==> src/rtl/isp_ccm_cfg_loader.sv <==
// Double-buffered colour-correction matrix loader: host fills a shadow bank, commit arms it,
// next frame boundary copies it to the active bank. Optional readback: ISP_CCM_CFG_READBACK_EN.
module isp_ccm_cfg_loader #(
  parameter int unsigned COEF_WIDTH = 12,
  parameter int unsigned NUM_COEF   = 9
) (
  input  logic                           clk_i,
  input  logic                           rst_i,
  input  logic                           wr_valid_i,
  output logic                           wr_ready_o,
  input  logic [3:0]                     wr_addr_i,
  input  logic [COEF_WIDTH-1:0]          wr_data_i,
  input  logic                           enable_req_i,
  input  logic                           commit_i,
  input  logic                           frame_start_i,
  input  logic                           err_clr_i,
`ifdef ISP_CCM_CFG_READBACK_EN
  input  logic                           rd_sel_i,
  input  logic [3:0]                     rd_addr_i,
  output logic [COEF_WIDTH-1:0]          rd_data_o,
`endif
  output logic [NUM_COEF*COEF_WIDTH-1:0] cfg_matrix_o,
  output logic                           cfg_enable_o,
  output logic                           busy_o,
  output logic                           update_o,
  output logic                           err_addr_o,
  output logic                           err_seq_o
);

  typedef enum logic [1:0] {StIdle, StArmed, StUpdate} state_e;

  localparam logic [4:0] NumCoefW = 5'(NUM_COEF);

  state_e                state_q, state_d;
  logic [COEF_WIDTH-1:0] shadow_q [NUM_COEF];
  logic [COEF_WIDTH-1:0] active_q [NUM_COEF];
  logic                  sh_en_q, act_en_q;
  logic                  err_addr_q, err_seq_q;

  logic wr_fire, addr_ok, commit_idle, commit_busy, apply;

  assign wr_fire     = wr_valid_i && (state_q == StIdle);
  assign addr_ok     = {1'b0, wr_addr_i} < NumCoefW;
  assign commit_idle = commit_i && (state_q == StIdle);
  assign commit_busy = commit_i && (state_q != StIdle);
  assign apply       = frame_start_i && (state_q == StArmed);

  always_comb begin
    state_d = state_q;
    unique case (state_q)
      StIdle:   if (commit_i) state_d = StArmed;
      StArmed:  if (frame_start_i) state_d = StUpdate;
      StUpdate: state_d = StIdle;
      default:  state_d = StIdle;
    endcase
  end

  always_ff @(posedge clk_i) begin
    if (rst_i) begin
      state_q    <= StIdle;
      sh_en_q    <= 1'b0;
      act_en_q   <= 1'b0;
      err_addr_q <= 1'b0;
      err_seq_q  <= 1'b0;
      for (int unsigned k = 0; k < NUM_COEF; k++) begin
        shadow_q[k] <= '0;
        active_q[k] <= '0;
      end
    end else begin
      state_q <= state_d;
      if (commit_idle) sh_en_q <= enable_req_i;
      if (apply) act_en_q <= sh_en_q;
      for (int unsigned k = 0; k < NUM_COEF; k++) begin
        if (wr_fire && addr_ok && (wr_addr_i == 4'(k))) shadow_q[k] <= wr_data_i;
        if (apply) active_q[k] <= shadow_q[k];
      end
      // A coincident set event takes priority over the clear.
      if (wr_fire && !addr_ok) err_addr_q <= 1'b1;
      else if (err_clr_i)      err_addr_q <= 1'b0;
      if (commit_busy)         err_seq_q  <= 1'b1;
      else if (err_clr_i)      err_seq_q  <= 1'b0;
    end
  end

  for (genvar g = 0; g < NUM_COEF; g++) begin : g_pack
    assign cfg_matrix_o[g*COEF_WIDTH +: COEF_WIDTH] = active_q[g];
  end

  assign cfg_enable_o = act_en_q;
  assign wr_ready_o   = (state_q == StIdle);
  assign busy_o       = (state_q != StIdle);
  assign update_o     = (state_q == StUpdate);
  assign err_addr_o   = err_addr_q;
  assign err_seq_o    = err_seq_q;

`ifdef ISP_CCM_CFG_READBACK_EN
  logic [COEF_WIDTH-1:0] rd_mux, rd_data_q;

  // Addresses past the last coefficient fall through to zero.
  always_comb begin
    rd_mux = '0;
    for (int unsigned k = 0; k < NUM_COEF; k++) begin
      if (rd_addr_i == 4'(k)) rd_mux = rd_sel_i ? active_q[k] : shadow_q[k];
    end
  end

  always_ff @(posedge clk_i) begin
    if (rst_i) rd_data_q <= '0;
    else       rd_data_q <= rd_mux;
  end

  assign rd_data_o = rd_data_q;
`endif

endmodule

==> config.mk <==
export PLATFORM = sky130hd
export DESIGN_NAME = isp_ccm_cfg_loader
export DESIGN_NICKNAME = d
export VERILOG_FILES = /design/src/rtl/isp_ccm_cfg_loader.sv
export SDC_FILE = /design/constraint.sdc
export NUM_CORES = 1
export LEC_CHECK = 0
export ABC_AREA = 1
export CAP_MARGIN = 20
export CELL_PAD_IN_SITES_DETAIL_PLACEMENT = 1
export CELL_PAD_IN_SITES_GLOBAL_PLACEMENT = 1
export CORE_MARGIN = 8
export CORE_UTILIZATION = 35
export CTS_CLUSTER_DIAMETER = 120
export DETAILED_ROUTE_END_ITERATION = 10
export PLACE_DENSITY_LB_ADDON = 0.1
export REMOVE_ABC_BUFFERS = 1
export SYNTH_ARGS = -nofsm -noshare
export SYNTH_HDL_FRONTEND = slang
export SYNTH_SLANG_ARGS = --single-unit
==> constraint.sdc <==
create_clock -name clk_i -period 5.5 [get_ports clk_i]
set_clock_uncertainty 0.1 [all_clocks]
set_input_delay 0.825 -clock clk_i [delete_from_list [all_inputs] [get_ports clk_i]]
set_output_delay 0.825 -clock clk_i [all_outputs]
set_load 0.02 [all_outputs]
==> results.ini <==
[global_route]
antenna_found_initial = 0
grt_util_met1 = 0.148
grt_overflow = 0
use_met3 = 0.0277
grt_pass1_wl_mm = 27.2
grtUsageTotal = 0.124
grt_pass1_vias = 4713
grt_max_degree = 67
grt-busiest-layer = met2
use_met2 = 0.222

[synth]
yosysSeqAreaShare = 0.829
ys.flop_type = edfxtp_1
async_flop_share = 0
synth_top_area_cell = edfxtp_1
synth_top_area_frac = 0.814
syn_area_um2 = 7970
syn_area_per_cell_um2 = 14.7
synth_cell_types = 20
syn_inst = 541
synth.area.top_cells = edfxtp_1 (81%), inv_1 (6.2%), nor2_1 (5.4%)
synth_seq_cells = 222
synth-edff-count = 216
ys_warn_count = 0

[routing]
wl_per_cell_um = 17.7
dr_total_vias = 4312
drc_errors = 0
ant_nets = 0
viasPerCell = 4.36
dr.pass1.iters = 6
wl_mm = 17.5
drt_iter0_markers = 243

[clock_tree]
post_cts_buffers = 0
clkSinkCount = 222
clk_pin_slew_ns = 0.06
cts_max_path_buffers = 3
worstSkewPairLatency_ns = 0.49
post_cts_resized = 0
htreeDepth = 1
holdBufCountCts = 0
clock-root-buffer = clkbuf_16
numCtsBuffers = 22
cts_tree = yes

[sta]
relSlewSlack = 0.360
drv_slew = 0
hold_slack_ns = 0.368
post-route-min-period_ns = 2.85
timing.fmax_mhz = 351
hold_viol_final = 0
rsz0062_at_grt = no
period_share = 0.518
worstMarginPinSlew_ns = 0.960
tns_ns = 0
setup_viol = 0

[worst_hold_path]
min-delay-start = sh_en_q$_SDFFE_PP0P_
hold_path_depth = 2
hp-class = reg -> reg

[power]
powerDensity_nw_per_um2 = 358
peakVddDrop_v = 0.000207
power_leakage_nw = 4.00

[worst_setup_path]
cp_slowest_cell = clkdlybuf4s50_1
reg2reg_depth = 5
crit_buf_inv = 2
slowest_delay_ns = 0.57
cp.required_ns = 5.54
crit_type = in -> reg
cp.depth = 6
critical-path-top-cell-by-count = nor2_2
cp_top_family = buffers and inverters
start_kind = input port
worstPathArrival_ns = 2.89
path_cells = clkdlybuf4s50_1 -> inv_1 -> nand3_1 -> nor2_2 -> nor2_2 -> a21oi_1
crit_start = rst_i
reg2reg_from = state_q[0]$_SDFFE_PP0P_
endpoint_kind = flip-flop
cp_max_fo = 15

[finish]
n_antenna_cell = 0
drive_above_1_share = 0.0568
nNetsFinal = 713
syn2layout_area_growth_pct = 29.1
stdcell_count = 989

[floorplanning]
rows = 55
dieArea_um2 = 27900
initial_core_util = 0.354
ios = 137
core-area_um2 = 22500
fp.dieW_um = 167
die_h_um = 167

[placed_design]
dpl.cell_count = 951
io_buffers = 136
dpl.hpwl_mm = 11.9
routabilityCongestion = 0.769

[run]
max-cap-violations = 0

[run_status]
status = complete, no violations

==> cell usage after synthesis (3+ instances only) <==
cell type	instances
inv_1	132
edfxtp_1	216
nor2_1	114
nand2_1	19
buf_6	12
nand3_1	10
o21ai_0	3
nor2_2	3
a21oi_1	16
dfxtp_1	6
==> tightest hold or removal path, cell delays in order, from the launching register on <==
cell and delay, ns:
dfxtp_1 0.30, inv_1 0.06, a21oi_1 0.06
==> worst paths after layout <==
path | end | slack (ns)
max reg2reg | shadow_q[0][87]$_DFFE_PP_ | 3.27
min reg2reg | sh_en_q$_SDFFE_PP0P_ | 0.37
min | sh_en_q$_SDFFE_PP0P_ | 0.37
max | shadow_q[0][64]$_DFFE_PP_ | 2.65
==> cell usage in the layout (no fill, tap or decap), drive strengths merged <==
cell | Yosys | routed
edfxtp | 216 | 216
clkinv | 0 | 7
clkdlybuf4s50 | 0 | 136
bufinv | 0 | 1
nand2 | 20 | 20
dfxtp | 6 | 6
nand3 | 11 | 11
o31ai | 1 | 1
nor2 | 118 | 118
nand3b | 1 | 1
o21ai | 3 | 3
nand4 | 1 | 1
nor3 | 1 | 1
buf | 15 | 4
a21oi | 16 | 16
clkbuf | 0 | 30
inv | 132 | 132
==> layout make-up <==
class	instances	area, µm²
Tap cell	285	357
Multi-Input combinational cell	172	738
Timing Repair Buffer	140	1410
Clock buffer	30	622
Sequential cell	222	6610
Inverter	132	495
Fill cell	2272	12200
Clock inverter	8	58.8
==> kinds of logic after synthesis <==
family          share of synthesized area
buf+inv                            0.0812
simple gates                       0.0771
compound gates                     0.0129
flops                               0.829
==> layer usage <==
metal,wire (µm),vias to the layer above
met5,0,-
met4,242,0
met3,868,19
met2,8930,104
met1,7450,2134
li1,-,2055
==> state kept, by name (all words and copies together), names as in the netlist <==
signal	count
state_q	2
cfg_enable_o	1
sh_en_q	1
err_seq_o	1
shadow_q	108
active_q	108
err_addr_o	1
==> where the power goes <==
group | switching, W | leakage, nW | internal, W | total (W)
sequential | 0.0000310 | 2.29 | 0.00196 | 0.00199
clock | 0.000586 | 0.334 | 0.000833 | 0.00142
combinational | 0.000175 | 1.38 | 0.000109 | 0.000284
total | 0.000792 | 4.00 | 0.00290 | 0.00369
==> per-stage QoR <==
step	util	instance area, µm²	setup slack, ns	power (W)
floorplan	-	7820	1.24	0.00215
global placement	0.426	9580	2.02	0.00231
detailed placement	0.427	9610	2.15	0.00231
CTS	0.457	10300	2.67	0.00373
global route	0.457	10300	2.48	0.00381
finish	0.457	10300	2.65	0.00369
No activity file was read; power rests on OpenSTA's default activity.
